==> config.mk <==
export PLATFORM = sky130hd
export DESIGN_NAME = alu_seq_flat
export DESIGN_NICKNAME = d
export VERILOG_FILES = /design/src/rtl/alu_seq_if.sv /design/src/rtl/alu_seq.sv /design/src/flat_wrapper.sv
export SDC_FILE = /design/constraint.sdc
export NUM_CORES = 1
export LEC_CHECK = 0
export BUFFER_PORTS_ARGS = -buffer_cell sky130_fd_sc_hd__buf_2
export CAP_MARGIN = 20
export CORE_UTILIZATION = 30
export DETAILED_ROUTE_END_ITERATION = 16
export PLACE_DENSITY_LB_ADDON = 0.15
export SLEW_MARGIN = 15
export SYNTH_ARGS = -nofsm -noshare
export SYNTH_HDL_FRONTEND = slang
export SYNTH_SLANG_ARGS = --single-unit
==> constraint.sdc <==
create_clock -name clk -period 3.5 [get_ports clk]
set_clock_uncertainty 0.1 [all_clocks]
set_input_delay 0.7 -clock clk [delete_from_list [all_inputs] [get_ports clk]]
set_output_delay 0.7 -clock clk [all_outputs]
set_load 0.01 [all_outputs]
==> src/rtl/alu_seq_if.sv <==
`default_nettype none
// ============================================================================
// Module   : alu_seq_if
// Brief    : Request/result bundle between the board front end and alu_seq.
// Revision : 1.0 - initial release
// ============================================================================
interface alu_seq_if #(
    parameter int WIDTH = 8
);
    logic             start;
    logic [3:0]       op_sel;
    logic             load_sel;
    logic [WIDTH-1:0] din;
    logic             busy;
    logic             done;
    logic [WIDTH-1:0] y;
    logic [WIDTH-1:0] reg_a;
    logic [WIDTH-1:0] reg_b;
    logic [3:0]       flags;

    modport master (
        output start, op_sel, load_sel, din,
        input  busy, done, y, reg_a, reg_b, flags
    );

    modport slave (
        input  start, op_sel, load_sel, din,
        output busy, done, y, reg_a, reg_b, flags
    );
endinterface
`default_nettype wire

==> src/rtl/alu_seq.sv <==
`default_nettype none
// ============================================================================
// Module   : alu_seq
// Brief    : Clocked ALU with A/B/Y registers, NZCV flags and serial shifter.
// Revision : 1.0 - initial release
// ============================================================================
module alu_seq #(
    parameter int WIDTH   = 8,
    parameter int SHAMT_W = $clog2(WIDTH)
) (
    input  wire logic   clk,
    input  wire logic   rst_n,
    alu_seq_if.slave    bus
);

    localparam logic [0:0] c_ST_IDLE  = 1'b0;
    localparam logic [0:0] c_ST_SHIFT = 1'b1;

    localparam logic [3:0] c_OP_ADD  = 4'h0;
    localparam logic [3:0] c_OP_SUB  = 4'h1;
    localparam logic [3:0] c_OP_SHL  = 4'h2;
    localparam logic [3:0] c_OP_SHR  = 4'h3;
    localparam logic [3:0] c_OP_CMP  = 4'h4;
    localparam logic [3:0] c_OP_AND  = 4'h5;
    localparam logic [3:0] c_OP_OR   = 4'h6;
    localparam logic [3:0] c_OP_XOR  = 4'h7;
    localparam logic [3:0] c_OP_NAND = 4'h8;
    localparam logic [3:0] c_OP_NOR  = 4'h9;
    localparam logic [3:0] c_OP_XNOR = 4'hA;
    localparam logic [3:0] c_OP_NOT  = 4'hB;
    localparam logic [3:0] c_OP_NEG  = 4'hC;
    localparam logic [3:0] c_OP_STO  = 4'hD;
    localparam logic [3:0] c_OP_SWP  = 4'hE;
    localparam logic [3:0] c_OP_LOAD = 4'hF;

    localparam logic [WIDTH-1:0]   c_MSB_ONLY = {1'b1, {(WIDTH-1){1'b0}}};
    localparam logic [WIDTH-1:0]   c_ONE_W    = {{(WIDTH-1){1'b0}}, 1'b1};
    localparam logic [SHAMT_W-1:0] c_ONE_SH   = {{(SHAMT_W-1){1'b0}}, 1'b1};
    localparam logic [3:0]         c_FLAGS_RST = 4'b0100;

    logic [0:0]         r_state;
    logic               r_start_q;
    logic [SHAMT_W-1:0] r_count;
    logic [WIDTH-1:0]   r_work;
    logic               r_shift_left;
    logic [WIDTH-1:0]   r_a;
    logic [WIDTH-1:0]   r_b;
    logic [WIDTH-1:0]   r_y;
    logic [3:0]         r_flags;
    logic               r_done;

    logic               w_accept;
    logic [SHAMT_W-1:0] w_amount;
    logic               w_go_shift;
    logic [WIDTH:0]     w_sum;
    logic [WIDTH:0]     w_diff;
    logic [WIDTH-1:0]   w_y_new;
    logic               w_c_new;
    logic               w_v_new;
    logic [WIDTH-1:0]   w_work_next;
    logic               w_shift_out;

    // Only a fresh rising edge seen while idle starts an operation.
    assign w_accept   = bus.start & ~r_start_q & (r_state == c_ST_IDLE);
    assign w_amount   = r_b[SHAMT_W-1:0];
    assign w_go_shift = ((bus.op_sel == c_OP_SHL) || (bus.op_sel == c_OP_SHR)) &&
                        (w_amount != {SHAMT_W{1'b0}});

    assign w_sum  = {1'b0, r_a} + {1'b0, r_b};
    assign w_diff = {1'b0, r_a} - {1'b0, r_b};

    assign w_work_next = r_shift_left ? {r_work[WIDTH-2:0], 1'b0}
                                      : {1'b0, r_work[WIDTH-1:1]};
    assign w_shift_out = r_shift_left ? r_work[WIDTH-1] : r_work[0];

    always_comb begin
        w_y_new = r_a;
        w_c_new = 1'b0;
        w_v_new = 1'b0;
        case (bus.op_sel)
            c_OP_ADD: begin
                w_y_new = w_sum[WIDTH-1:0];
                w_c_new = w_sum[WIDTH];
                w_v_new = (r_a[WIDTH-1] == r_b[WIDTH-1]) &&
                          (w_sum[WIDTH-1] != r_a[WIDTH-1]);
            end
            c_OP_SUB: begin
                w_y_new = w_diff[WIDTH-1:0];
                w_c_new = w_diff[WIDTH];
                w_v_new = (r_a[WIDTH-1] != r_b[WIDTH-1]) &&
                          (w_diff[WIDTH-1] != r_a[WIDTH-1]);
            end
            // Zero-amount shifts complete immediately and pass A through.
            c_OP_SHL, c_OP_SHR: w_y_new = r_a;
            c_OP_CMP: begin
                w_y_new = (r_a == r_b) ? {WIDTH{1'b0}} :
                          (r_a >  r_b) ? c_ONE_W : {WIDTH{1'b1}};
                w_c_new = w_diff[WIDTH];
            end
            c_OP_AND:  w_y_new = r_a & r_b;
            c_OP_OR:   w_y_new = r_a | r_b;
            c_OP_XOR:  w_y_new = r_a ^ r_b;
            c_OP_NAND: w_y_new = ~(r_a & r_b);
            c_OP_NOR:  w_y_new = ~(r_a | r_b);
            c_OP_XNOR: w_y_new = ~(r_a ^ r_b);
            c_OP_NOT:  w_y_new = ~r_a;
            c_OP_NEG: begin
                w_y_new = {WIDTH{1'b0}} - r_a;
                w_c_new = (r_a != {WIDTH{1'b0}});
                w_v_new = (r_a == c_MSB_ONLY);
            end
            default: ;
        endcase
    end

    always_ff @(posedge clk or negedge rst_n) begin
        if (!rst_n) begin
            r_state      <= c_ST_IDLE;
            r_start_q    <= 1'b0;
            r_count      <= {SHAMT_W{1'b0}};
            r_work       <= {WIDTH{1'b0}};
            r_shift_left <= 1'b0;
            r_a          <= {WIDTH{1'b0}};
            r_b          <= {WIDTH{1'b0}};
            r_y          <= {WIDTH{1'b0}};
            r_flags      <= c_FLAGS_RST;
            r_done       <= 1'b0;
        end else begin
            r_start_q <= bus.start;
            r_done    <= 1'b0;
            if (r_state == c_ST_IDLE) begin
                if (w_accept) begin
                    if (w_go_shift) begin
                        r_state      <= c_ST_SHIFT;
                        r_work       <= r_a;
                        r_count      <= w_amount;
                        r_shift_left <= (bus.op_sel == c_OP_SHL);
                    end else begin
                        r_done <= 1'b1;
                        case (bus.op_sel)
                            c_OP_STO: r_a <= r_y;
                            c_OP_SWP: begin
                                r_a <= r_b;
                                r_b <= r_a;
                            end
                            c_OP_LOAD: begin
                                if (bus.load_sel) r_b <= bus.din;
                                else              r_a <= bus.din;
                            end
                            default: begin
                                r_y     <= w_y_new;
                                r_flags <= {w_y_new[WIDTH-1],
                                            (w_y_new == {WIDTH{1'b0}}),
                                            w_c_new, w_v_new};
                            end
                        endcase
                    end
                end
            end else begin
                r_work  <= w_work_next;
                r_count <= r_count - c_ONE_SH;
                if (r_count == c_ONE_SH) begin
                    r_state <= c_ST_IDLE;
                    r_y     <= w_work_next;
                    r_flags <= {w_work_next[WIDTH-1],
                                (w_work_next == {WIDTH{1'b0}}),
                                w_shift_out, 1'b0};
                    r_done  <= 1'b1;
                end
            end
        end
    end

    assign bus.busy  = (r_state == c_ST_SHIFT);
    assign bus.done  = r_done;
    assign bus.y     = r_y;
    assign bus.reg_a = r_a;
    assign bus.reg_b = r_b;
    assign bus.flags = r_flags;

endmodule
`default_nettype wire

==> src/flat_wrapper.sv <==
// flat-port wrapper written by rule: the top's interface ports become plain ports
module alu_seq_flat 
#(
    parameter int WIDTH   = 8,
    parameter int SHAMT_W = $clog2(WIDTH)
)
  (clk, rst_n, bus_start, bus_op_sel, bus_load_sel, bus_din, bus_busy, bus_done, bus_y, bus_reg_a, bus_reg_b, bus_flags);
  alu_seq_if #(.WIDTH(WIDTH)) bus_i ();
  input  wire logic clk;
  input  wire logic rst_n;
  input wire logic [$bits(bus_i.start)-1:0] bus_start;
  input wire logic [$bits(bus_i.op_sel)-1:0] bus_op_sel;
  input wire logic [$bits(bus_i.load_sel)-1:0] bus_load_sel;
  input wire logic [$bits(bus_i.din)-1:0] bus_din;
  output wire logic [$bits(bus_i.busy)-1:0] bus_busy;
  output wire logic [$bits(bus_i.done)-1:0] bus_done;
  output wire logic [$bits(bus_i.y)-1:0] bus_y;
  output wire logic [$bits(bus_i.reg_a)-1:0] bus_reg_a;
  output wire logic [$bits(bus_i.reg_b)-1:0] bus_reg_b;
  output wire logic [$bits(bus_i.flags)-1:0] bus_flags;
  assign bus_i.start = bus_start;
  assign bus_i.op_sel = bus_op_sel;
  assign bus_i.load_sel = bus_load_sel;
  assign bus_i.din = bus_din;
  assign bus_busy = bus_i.busy;
  assign bus_done = bus_i.done;
  assign bus_y = bus_i.y;
  assign bus_reg_a = bus_i.reg_a;
  assign bus_reg_b = bus_i.reg_b;
  assign bus_flags = bus_i.flags;
  alu_seq #(.WIDTH(WIDTH), .SHAMT_W(SHAMT_W)) u_core (.clk(clk), .rst_n(rst_n), .bus(bus_i));
endmodule
==> results of run 1 <==
[layout make-up]
cell class	instances	area, um^2	area share [%]
Clock buffer	7	142.6	2.978
Clock inverter	1	5.005	0.1045
Inverter	32	120.1	2.508
Multi-Input combinational cell	397	2648	55.28
Sequential cell	42	1054	22.00
Tap cell	172	215.2	4.493
Timing Repair Buffer	94	605.6	12.64
[layer usage]
layer  vias to the layer above  global-route usage [%]
li1                       1968                       -
met1                      1938                   29.81
met2                       156                   32.39
met3                        12                   2.471
met4                         0                   5.369
met5                         -                       0
[report_power, final]
group / switching (mW) / total, mW / internal (mW) / leakage, nW
clock: 0.198 / 0.481 / 0.283 / 0.0739
combinational: 1.70 / 2.87 / 1.17 / 1.57
sequential: 0.198 / 0.904 / 0.706 / 0.507
[cells by family (layout without fill, tap and decap cells)]
logic type,count (synthesis),count (layout),share of synthesized area (%)
compound gates,170,170,28.38
simple gates,164,164,19.62
xor+xnor,10,10,2.173
mux,24,24,5.992
buf+inv,73,134,8.351
flops,42,42,26.11
fa+ha+maj,29,29,9.376
[synthesized netlist by cell type, types with 6 or more instances]
cell type	count	area share (%)
sky130_fd_sc_hd__nand2_1	56	5.2
sky130_fd_sc_hd__o21ai_0	47	5.8
sky130_fd_sc_hd__nor2_1	45	4.2
sky130_fd_sc_hd__dfrtp_1	41	25
sky130_fd_sc_hd__a21oi_1	31	3.8
sky130_fd_sc_hd__inv_1	31	2.9
sky130_fd_sc_hd__ha_1	27	8.4
sky130_fd_sc_hd__mux2i_1	23	5.7
sky130_fd_sc_hd__clkbuf_1	19	1.8
sky130_fd_sc_hd__nor3_1	13	1.6
sky130_fd_sc_hd__o22ai_1	13	2.0
sky130_fd_sc_hd__buf_2	11	1.4
sky130_fd_sc_hd__nand3_1	9	1.1
sky130_fd_sc_hd__a31oi_1	7	1.1
sky130_fd_sc_hd__nor2b_1	7	1.1
sky130_fd_sc_hd__xnor2_1	7	1.5
sky130_fd_sc_hd__a21boi_0	6	1.1
sky130_fd_sc_hd__buf_6	6	1.7
sky130_fd_sc_hd__o31ai_1	6	1.1
[flip-flops by register name, summed over array words and instances, names as in the netlist]
name                 count
u_core.r_shift_left      1
u_core.bus.flags         4
u_core.r_work            8
u_core.bus.y             7
u_core.r_start_q         1
u_core.r_count           3
u_core.bus.done          1
u_core.bus.busy          1
u_core.bus.reg_b         8
u_core.bus.reg_a         8
[placed cells by master (no fill, tap or decap), drive strengths merged, types with 8 or more instances in the layout]
master,n
inv,32
dfrtp,41
ha,27
nor3,13
a21oi,31
nand3,9
nor2,45
mux2i,23
buf,94
o22ai,13
o21ai,50
nand2,56
nor2b,8
[worst min-delay path by stage]
stage	start	to
floorplan	rst_n	u_core.bus.busy
global placement	u_core.bus.y[5]	u_core.bus.y[5]
detailed placement	u_core.bus.flags[0]	u_core.bus.flags[0]
CTS	u_core.r_count[0]	u_core.r_count[0]
global route	rst_n	u_core.bus.y[4]
finish	rst_n	u_core.bus.reg_b[7]
[worst max-delay path, delay by kind of cell (launching register included)]
kind	cells	cell delay, ns
and+or+nand+nor	2	0.74
adders and majority gates	2	0.66
AOI/OAI and AO/OA	5	1.20
buffers and inverters	1	0.07
DFF	1	0.43
==> results.md, run 1 <==
Place:
- The placed instance area is around 0.0046 mm^2.
- The number of cells after detailed placement is ~740.
- The global placement routability congestion is approximately 0.9.
- Detailed placement ended at an HPWL of 10940 um.
- At the placement stage, the worst setup path has a slack of around 0.14 ns.
- The count of buffers added on input and output ports is 45.

Critical path:
- The number of cells on the worst reg-to-reg path is 10.
- The beginning of the worst register-to-register path is u_core.bus.reg_b[0].
- The register-to-register setup slack is between 0.15 and 0.2 ns.
- The critical path goes through ha_1 -> inv_1 -> fa_1 -> nor2b_1 -> o221ai_1 -> a21oi_1 -> o21ai_0 -> o32a_1 -> or4_1 -> o31ai_2.
- Data on the critical path arrives at its endpoint at 3.40 ns.
- The beginning of the critical path is u_core.bus.reg_b[0].
- The worst-path maximum fanout is 7.
- The endpoint of the most critical register-to-register path is u_core.bus.flags[2].
- The sort of element at the start of the critical path is a register.
- The critical path in this run is classified as register to register.
- On the critical path, the stage with the largest delay is an instance of sky130_fd_sc_hd__or4_1.
- The element type at the critical path end is a register.
- The largest incremental delay on the critical path is about 0.54 ns.
- The required time of the worst setup path is 3.60 ns.
- Following the worst setup path forward leads to its endpoint at u_core.bus.flags[2].

Yosys:
- The synthesized area per cell is 7.871 um^2.
- After synthesis, flip-flops and latches occupy 26.11% of the total area.
- Summing every instance area after synthesis gives ~0.0040 mm^2.
- The post-synthesis instance total is ~500.
- The number of register bits inferred by synthesis is between 40 and 50.
- The netlist uses between 70 and 80 different library cells.
- During synthesis, Yosys emitted a total of 0 warnings.
- The number of nets in the synthesized netlist is 557.
- The most used flip-flop cell after synthesis is sky130_fd_sc_hd__dfrtp_1.
- The share of synthesized flip-flops with an asynchronous set or reset is 100.0%.
- Yosys mapped a number of flops with a built-in enable equal to 0.

Drt:
- The met1 wire length is ~6800 um.
- The final routed DRC violation total is 0.
- The detailed router finished its first iteration with around 300 violations.
- The post-detailed-route via-to-cell ratio is between 5 and 6.
- The sum of met3 wire segment lengths after detailed routing is 841 um.
- Routed signal wires occupy layers up through met4.
- For this block, the routed nets add up to about 14000 um of wire.
- The first detailed-routing pass took 5 iterations.
- The number of routed nets with antenna violations is 0.
- The routed layout has 4074 vias.
- Dividing the detail-routed wire length by the instance count gives 19.06 um.
- Summed over all nets, wire length on met2 after detailed routing comes to 6394 um.

Clock network:
- After clock tree synthesis, the repair step resized 0 gates.
- TritonCTS built the clock tree.
- The post-cts hold buffer count is 0.
- The TritonCTS sink count is 42.
- CTS placed an instance of sky130_fd_sc_hd__clkbuf_16 at the clock tree root.
- The number of buffers between clock root and the deepest sink is 2.
- The clock insertion delay at the later pin of the skew report is a little under 0.3 ns.
- The number of H-tree levels is 2.
- Once the clock tree was built, the setup fixing pass inserted 0 buffers.
- The clock-pin slew on the worst setup and hold paths is around 0.06 ns.
- The CTS buffer count is 5.

Global routing:
- The number of global-route vias before repair was roughly 4000.
- The overall track demand over capacity in global routing is between 20% and 30%.
- The number of antenna violations at the first check in global routing is 0.
- The global-route wire length before repair is ~23000 um.
- The total congestion overflow is 0.
- Entering global routing, the biggest net connects 43 pins.

Run:
- The number of max-cap violations is 0.

STA:
- The share of the clock period used by the worst path after layout is a little over nine tenths.
- The final critical path time including I/O delays and setup is between 3 and 4 ns.
- Setup repair after global routing left no endpoint under its margin.
- For the final routed database, the setup TNS stands at 0 ns.
- The number of max-slew violations in the final report is 0.
- The total count of hold-check failures in the final report was 0.
- At the pin with the least slew margin, the transition time is between 0.7 and 0.8 ns.
- The post-route worst hold slack is around 0.21 ns.
- Setup slack closes at 0.1982 ns.
- The number of failing setup endpoints in the final timing report is 0.
- The peak clock frequency supported by timing is 302.9 MHz.
- The max-slew headroom at the worst pin is a little under half.

Power and ir drop:
- The largest voltage drop on the vdd net is between 0.3 and 0.4 mV.
- The static leakage is 2.155 nW.
- The areal power density over the cells is about 900 mW/mm^2.
- The total power consumption of the routed design is around 4.3 mW.

Die:
- The top-level I/O count is 46.
- The floorplan step defined a die boundary enclosing 0.01390 mm^2.
- From left edge to right edge, the die measures between 100 and 150 um.
- The total number of placement rows is between 40 and 50.
- The initial utilization of the core area, before any placement, comes to between 30% and 40%.
- In this run the standard cell core region covers 0.01288 mm^2.
- From bottom edge to top edge, the die measures around 120 um.

Final layout:
- Once layout is complete, the cells apart from fillers number roughly 750.
- Relative to the synthesized area, the layout overhead comes to 18.84%.
- At the end of the flow, the number of nets in the layout was roughly 600.
- The fill cell instance count of the final layout is around 1400.
- Cells fill approximately 37% of the core in the end.
- The ratio of cells with drive above 1 in the final layout is around a fifth.
- The antenna cell count is 0.
- Summing all non-filler instances in the final layout gives an area of around 0.0048 mm^2.

Min path:
- The path category of the worst min-delay check is input port to async pin.

Run status:
- The flow ran to the end, and the final reports show no timing, DRC or antenna violations.
(Power assumes the default switching activity.)
==> run 2, diff against run 1 <==
CORE_UTILIZATION = 45   (was 30)
PLACE_DENSITY = 0.6   (was not set)
PLACE_DENSITY_LB_ADDON = not set   (was 0.15)
==> run 2 against run 1 <==
Effect of this change:
- sequential power barely moved
- worst hold slack improved by 0.046 ns
- worst setup slack worse by 0.061 ns
- clock-buffer cell count shrank 1
- die area is 33% lower
- combinational power is essentially flat
- core utilization increased by 17 points
==> results.md, run 2 (synthesized netlist as in run 1, its figures left out) <==
Run status:
- The flow ran to the end, and the final reports show no timing, DRC or antenna violations.

Drt:
- The post-detailed-route via-to-cell ratio is 6.070 (+11%).
- The number of routed nets with antenna violations is 0 (unchanged).
- The vias after detailed routing came to 4140 (+1.6%).
- The total detailed-routing wirelength is 13590 um (-4.3%).
- The detail-routed net length per standard cell is 19.93 um (+4.6%).
- The length of the first detailed-routing pass in iterations was 8 (+3).
- The number of design-rule violations left by the first detailed-router iteration is 386 (+26%).
- The final routed DRC violation total came to 0 (unchanged).

Die:
- The top-level I/O count is 46 (unchanged).
- The core region area is 0.008678 mm^2 (-33%).
- The starting utilization of the core area came to 46.44% (+15 points).
- The die span in x is 96.64 um (-18%).
- The vertical die dimension was 96.64 um (-18%).
- The full die area was 0.009338 mm^2 (-33%).
- The total number of placement rows came to 34 (-17%).

Clock network:
- TritonCTS built the clock tree.
- The post-cts hold buffer count was 0 (unchanged).
- The number of H-tree levels was 2 (unchanged).
- The TritonCTS sink count is 42 (unchanged).
- The CTS buffer count is 5 (unchanged).
- The clock insertion delay at the later pin of the skew report is 0.29 ns (about the same).
- The root buffer selected by CTS is sky130_fd_sc_hd__clkbuf_8.
- The number of buffers between clock root and the deepest sink is 2 (unchanged).
- The clock-pin slew on the worst setup and hold paths is 0.09 ns (+0.03 ns).

Global routing:
- The overall track demand over capacity in global routing is 29.05% (+8.4 points).
- The number of global-route vias before repair is 3937 (-0.025%).
- The total congestion overflow was 0 (unchanged).
- The largest net degree at the start of global routing is 43 (unchanged).
- The number of antenna violations at the first check in global routing is 0 (unchanged).
- The global-route wire length before repair is 21550 um (-5.0%).

Place:
- The count of port buffers added during placement came to 45 (unchanged).
- The HPWL after detailed placement is 10360 um (-5.3%).
- The global placement routability congestion is 0.9711 (+5.6%).

Critical path:
- The signal on the critical path passes through inv_1 -> buf_4 -> ha_1 -> nor4_2 -> a2111o_1 -> a2111oi_0 -> and2b_4 -> a31oi_1 -> or3_1 -> or4_1 -> o31ai_2.
- The required time of the worst setup path is 3.61 ns (about the same).
- The element type at the critical path end is a register.
- The critical path's slowest cell is sky130_fd_sc_hd__or4_1.
- The worst reg-to-reg path cell count is 11 (+1).
- In this run the critical register-to-register path is captured at u_core.bus.flags[2].
- Grouping stages by cell kind, the critical path spends the most delay in simple AND/OR/NAND/NOR gates.
- The worst path arrival time was 3.48 ns (+0.08 ns).
- The startpoint identified for the worst register-to-register timing path is u_core.bus.reg_a[0].
- The worst setup path is launched from a register.
- The critical path is of the register to register type.
- The total buffers and inverters traversed by the critical path is 2 (+1).
- The worst-path maximum fanout came to 7 (unchanged).
- The register-to-register setup slack is 0.14 ns (-0.06 ns).
- The largest incremental delay on the critical path was 0.52 ns (-0.02 ns).

Final layout:
- The synthesis-to-finish area growth is 16.30%.
- The fill cell instance count of the final layout is 872 (-37%).
- The antenna cell count is 0 (unchanged).
- In the layout the commonest cells are 56 x sky130_fd_sc_hd__nand2_1, 49 x sky130_fd_sc_hd__buf_4, 47 x sky130_fd_sc_hd__o21ai_0.
- The library cell used most frequently in the layout, excluding fill and tap cells, is sky130_fd_sc_hd__nand2_1.
- The ratio of cells with drive above 1 in the final layout is 20.91% (+0.14 points).
- The final net count is 618 (+0.16%).

Run:
- The number of max-cap violations is 0 (unchanged).

Min path:
- The path category of the worst min-delay check is input port to async pin.

Power and ir drop:
- The areal power density over the cells was 887.6 mW/mm^2 (about the same).
- The static leakage is 2.141 nW (-0.68%).
- The cell-internal power is 2.094 mW (-2.9%).
- The switching power as a share of total power is 49.67% (+0.38 points).
- The part of the power in combinational logic came to 68.7% (+1.3 points).
- The total power consumption of the routed design is 4.160 mW (-2.2%).
- The switching power total was 2.066 mW (-1.5%).
- The clock network power share is 9.5% (-1.8 points).
- The share of power burned in registers is 21.8% (+0.6 points).
- The largest voltage drop on the vdd net is 0.3783 mV (+25%).

STA:
- The summed negative setup slack over all endpoints was 0 ns (unchanged).
- The peak clock frequency supported by timing is 297.3 MHz (-1.8%).
- The final critical path time including I/O delays and setup is 3.363 ns (+0.06145 ns).
- The total count of hold-check failures in the final report is 0 (unchanged).
- The number of failing setup endpoints in the final timing report is 0 (unchanged).
- The number of max-slew violations in the final report is 0 (unchanged).
- The max-slew headroom at the worst pin is 47.01% (-0.70 points).
- The slew of the pin with the lowest slew margin is 0.7933 ns (+0.01047 ns).
- The share of the clock period used by the worst path after layout came to 96.09% (+1.8 points).
-- run 2: repair_timing --
action | CTS | global route
buffers inserted | 0 | 2
endpoints found under the setup margin | 0 | 1
gates resized for setup | 0 | 2
-- run 2: worst reg2reg max path: stages (launching register included) --
cell and delay [ns]:
sky130_fd_sc_hd__dfrtp_1 0.41, sky130_fd_sc_hd__inv_1 0.07, sky130_fd_sc_hd__buf_4 0.17, sky130_fd_sc_hd__ha_1 0.35, sky130_fd_sc_hd__nor4_2 0.35, sky130_fd_sc_hd__a2111o_1 0.24, sky130_fd_sc_hd__a2111oi_0 0.07, sky130_fd_sc_hd__and2b_4 0.32
sky130_fd_sc_hd__a31oi_1 0.12, sky130_fd_sc_hd__or3_1 0.39, sky130_fd_sc_hd__or4_1 0.52, sky130_fd_sc_hd__o31ai_2 0.19
-- run 2: worst max path at each step --
stage	startpoint	to	slack [ns]	cells past startpoint
4_1_cts	u_core.bus.reg_a[0]	u_core.bus.flags[2]	0.11	11
3_5_place_dp	u_core.bus.reg_a[0]	u_core.bus.flags[2]	0.12	11
3_3_place_gp	u_core.bus.reg_a[0]	u_core.bus.flags[2]	0.21	11
5_1_grt	u_core.bus.reg_a[0]	u_core.bus.flags[2]	-0.007	11
6_report	u_core.bus.reg_a[0]	u_core.bus.flags[2]	0.14	11
2_1_floorplan	u_core.bus.reg_a[6]	u_core.bus.flags[2]	0.21	12
-- run 2: stage by stage --
step           cell area [um^2]  std cells  util [%]  hold slack, ns  setup slack [ns]
4_1_cts                    4637        679     53.43          0.4139            0.1078
2_1_floorplan              4030        512         -          0.3044            0.2116
3_5_place_dp               4527        671     52.16          0.3932            0.1245
6_report                   4687        682     54.01          0.2589            0.1368
3_3_place_gp               4527        671     52.16          0.3933            0.2138
5_1_grt                    4687        682     54.01          0.2916         -0.006552
-- run 2: area by class of cell --
cell class              count  area [um^2]  share of cell area (%)
multi-input cells         397         2648                   56.49
flip-flops and latches     42         1054                   22.48
repair buffers             95        620.6                   13.24
well taps                 108        135.1                   2.883
inverters                  32        120.1                   2.563
clock buffers               6        72.57                   1.548
clock inverters             2        37.54                  0.8009
-- run 2: power groups by stage --
stage / Clock [mW] / Combinational (mW) / Sequential, mW
6_report: 0.394 / 2.86 / 0.906
2_1_floorplan: 0 / 1.72 / 0.993
4_1_cts: 0.405 / 2.78 / 0.902
3_5_place_dp: 0 / 2.77 / 0.912
5_1_grt: 0.423 / 3.13 / 0.935
3_3_place_gp: 0 / 2.77 / 0.899
-- run 2: metal layers --
metal / global-route usage (%) / routed length, um / up-vias
li1: - / - / 1979
met1: 42.59 / 6240 / 1966
met2: 44.69 / 6216 / 168
met3: 3.757 / 926 / 27
met4: 8.381 / 208 / 0
met5: 0 / 0 / -
==> run 3, diff against run 2 <==
BUFFER_PORTS_ARGS = -buffer_cell sky130_fd_sc_hd__buf_4   (was -buffer_cell sky130_fd_sc_hd__buf_2)
CORE_UTILIZATION = 60   (was 45)
PLACE_DENSITY = 0.78   (was 0.6)
==> run 3 against run 2 <==
Effect of this change:
- the flow now finishes with violations (design-rule violations)
- critical endpoint unchanged
- critical path type unchanged
- largest cell class unchanged
- largest power group unchanged
- design area shrank 0.21%
- worst hold slack gained 0.036 ns
- flip-flop and latch count is the same
- first-iteration DRC count grew 41%
- die area shrank 25%
==> results.md, run 3 (synthesized netlist as in run 1, its figures left out) <==
STA:
- The total count of hold-check failures in the final report was 0 (unchanged).
- The peak clock frequency supported by timing is 294.8 MHz (-0.86%).
- The number of failing setup endpoints in the final timing report was 0 (unchanged).
- The max-slew headroom at the worst pin is 29.26% (-18 points).
- The final critical path time including I/O delays and setup is 3.393 ns (+0.02933 ns).
- The slew of the pin with the lowest slew margin was 1.051 ns (+0.2582 ns).
- The share of the clock period used by the worst path after layout is 96.93% (+0.84 points).
- The minimum setup slack in the final design came to 0.1074 ns (-0.02933 ns).
- The number of max-slew violations in the final report came to 0 (unchanged).

Drt:
- The number of design-rule violations left by the first detailed-router iteration is 544 (+41%).
- The vias after detailed routing is 4410 (+6.5%).
- The length of the first detailed-routing pass in iterations came to 14 (+6).
- The total detailed-routing wirelength was 13840 um (+1.8%).
- The number of routed nets with antenna violations was 0 (unchanged).
- The final routed DRC violation total is 2 (+2).
- The post-detailed-route via-to-cell ratio came to 6.869 (+13%).
- The detail-routed net length per standard cell is 21.55 um (+8.1%).

Power and ir drop:
- The largest voltage drop on the vdd net is 0.6119 mV (+62%).
- The static leakage is 2.114 nW (-1.3%).
- The areal power density over the cells is 918.5 mW/mm^2 (+3.5%).

Clock network:
- The TritonCTS sink count is 42 (unchanged).
- The clock insertion delay at the later pin of the skew report is 0.29 ns (about the same).
- The CTS buffer count was 5 (unchanged).
- The number of buffers between clock root and the deepest sink came to 2 (unchanged).
- The post-CTS setup-driven buffer insertion count came to 0 (unchanged).
- The number of H-tree levels is 2 (unchanged).
- The clock-pin slew on the worst setup and hold paths is 0.08 ns (about the same).
- Clock tree synthesis selected as its root buffer the cell sky130_fd_sc_hd__clkbuf_8.
- The clock tree from TritonCTS is yes.

Die:
- The die span in x came to 83.96 um (-13%).
- The top-level I/O count came to 46 (unchanged).
- The total number of placement rows is 29 (-15%).
- The full die area is 0.007048 mm^2 (-25%).
- The vertical die dimension is 83.96 um (-13%).
- The core region area is 0.006422 mm^2 (-26%).
- The starting utilization of the core area is 62.75% (+16 points).

Critical path:
- The worst path arrival time was 3.50 ns (+0.02 ns).
- The worst-path maximum fanout is 7 (unchanged).
- The endpoint of the most critical register-to-register path is u_core.bus.flags[2].
- The register-to-register setup slack was 0.11 ns (-0.03 ns).
- The total buffers and inverters traversed by the critical path came to 1 (-1).
- The beginning of the worst register-to-register path is u_core.bus.reg_b[7].
- The required time of the worst setup path is 3.61 ns (about the same).
- The sort of element at the start of the critical path is a register.
- Traced cell by cell, the critical path runs through inv_1 -> ha_1 -> nor4_4 -> a2111o_1 -> a2111oi_0 -> and2b_4 -> a31oi_1 -> or3_1 -> or4_1 -> o31ai_2.
- The element type at the critical path end is a register.
- The slowest stage of the critical path is the sky130_fd_sc_hd__or4_1 cell.
- The total number of cells along the worst setup path is 10 (-1).
- The type of the setup path with the least slack is register to register.
- The largest incremental delay on the critical path is 0.56 ns (+0.04 ns).
- The critical path's top delay family is simple AND/OR/NAND/NOR gates.
- The worst reg-to-reg path cell count was 10 (-1).

Run status:
- The run finished, with violations left.
- The final reports fail on design-rule violations.

Place:
- The HPWL after detailed placement is 10340 um (-0.18%).
- The placed instance area is 0.004556 mm^2 (+0.64%).
- The number of cells after detailed placement is 634 (-5.5%).
- The global placement routability congestion is 1.008 (+3.8%).
- The count of port buffers added during placement is 45 (unchanged).
- The pre-CTS setup slack is 0.05489 ns (-0.06965 ns).

Final layout:
- The most common cell after layout, fill and taps aside is sky130_fd_sc_hd__buf_4.
- From synthesis to final layout, the design area changed by 16.05%.
- The finished layout cell area is 0.004677 mm^2 (-0.21%).
- The final cell count without fillers is 642 (-5.9%).
- The ratio of cells with drive above 1 in the final layout is 20.53% (-0.37 points).
- The top cell types in the final layout, fill and taps aside, are 86 x sky130_fd_sc_hd__buf_4, 56 x sky130_fd_sc_hd__nand2_1, 47 x sky130_fd_sc_hd__o21ai_0.
- The fill cell instance count of the final layout came to 518 (-41%).
- The post-layout utilization of the core was 72.82% (+19 points).
- The final net count came to 609 (-1.5%).
- The area taken by flip-flops and latches is 0.001056 mm^2 (+0.24%).
- The antenna cell count is 0 (unchanged).
- The area of the multi-input gates is 0.002664 mm^2 (+0.61%).

Run:
- The number of max-cap violations was 0 (unchanged).

Min path:
- The min-delay analysis places its worst path in the category input port to async pin.

Global routing:
- The largest net degree at the start of global routing came to 43 (unchanged).
- The met1 usage is 55.64% (+13 points).
- The global routing's busiest layer is met2.
- The total congestion overflow is 0 (unchanged).
- The overall track demand over capacity in global routing is 39.26% (+10 points).
- The global-route wire length before repair is 21650 um (+0.48%).
- The number of global-route vias before repair came to 4046 (+2.8%).
- The met3 usage in global routing was 4.352% (+0.59 points).
- The number of antenna violations at the first check in global routing was 0 (unchanged).
- The met2 demand-to-capacity share in global routing is 62.82% (+18 points).
run 3: cell count changes in the layout (fill, tap and decap cells not counted), sizes merged:
cell | previous run | this run
bufinv | 1 | 0
buf | 95 | 86
clkinv | 0 | 1
run 3: worst max path at each step:
stage	start	to	slack, ns
CTS	u_core.bus.reg_b[0]	u_core.bus.flags[2]	0.02
floorplan	u_core.bus.reg_a[6]	u_core.bus.flags[2]	0.21
finish	u_core.bus.reg_b[7]	u_core.bus.flags[2]	0.11
detailed placement	u_core.bus.reg_b[0]	u_core.bus.flags[2]	0.05
global route	u_core.bus.reg_a[0]	u_core.bus.flags[2]	-0.01
global placement	u_core.bus.reg_b[0]	u_core.bus.flags[2]	0.15
run 3: what timing repair did:
item | CTS | global route
gates resized for setup | 0 | 7
hold buffers | 0 | 0
endpoints found under the setup margin | 0 | 1
run 3: through the flow:
| step | hold slack [ns] | TNS (ns) | total power, mW |
|---|---|---|---|
| 4_1_cts | 0.3048 | 0 | 4.140 |
| 3_3_place_gp | 0.3926 | 0 | 3.722 |
| 5_1_grt | 0.3368 | -0.01144 | 4.542 |
| 2_1_floorplan | 0.3044 | 0 | 2.717 |
| 6_report | 0.2945 | 0 | 4.296 |
| 3_5_place_dp | 0.4054 | 0 | 3.795 |
run 3: cell type report:
cell class,count,area share (%)
tap,77,2.060
multi-input combinational,397,56.96
inverter,32,2.568
clock buffer,6,1.766
clock inverter,2,0.2675
timing repair buffer,86,13.80
sequential,42,22.58
run 3: report_power, final:
part | total [mW] | leakage, nW | switching, mW | internal (mW)
combinational | 3.04 | 1.56 | 1.78 | 1.26
sequential | 0.927 | 0.505 | 0.220 | 0.707
clock | 0.329 | 0.0472 | 0.171 | 0.159
run 3: metal layers:
metal	routed length (um)	up-vias
met5	0	-
li1	-	1953
met3	1397	51
met2	6477	316
met1	5555	2090
met4	406	0
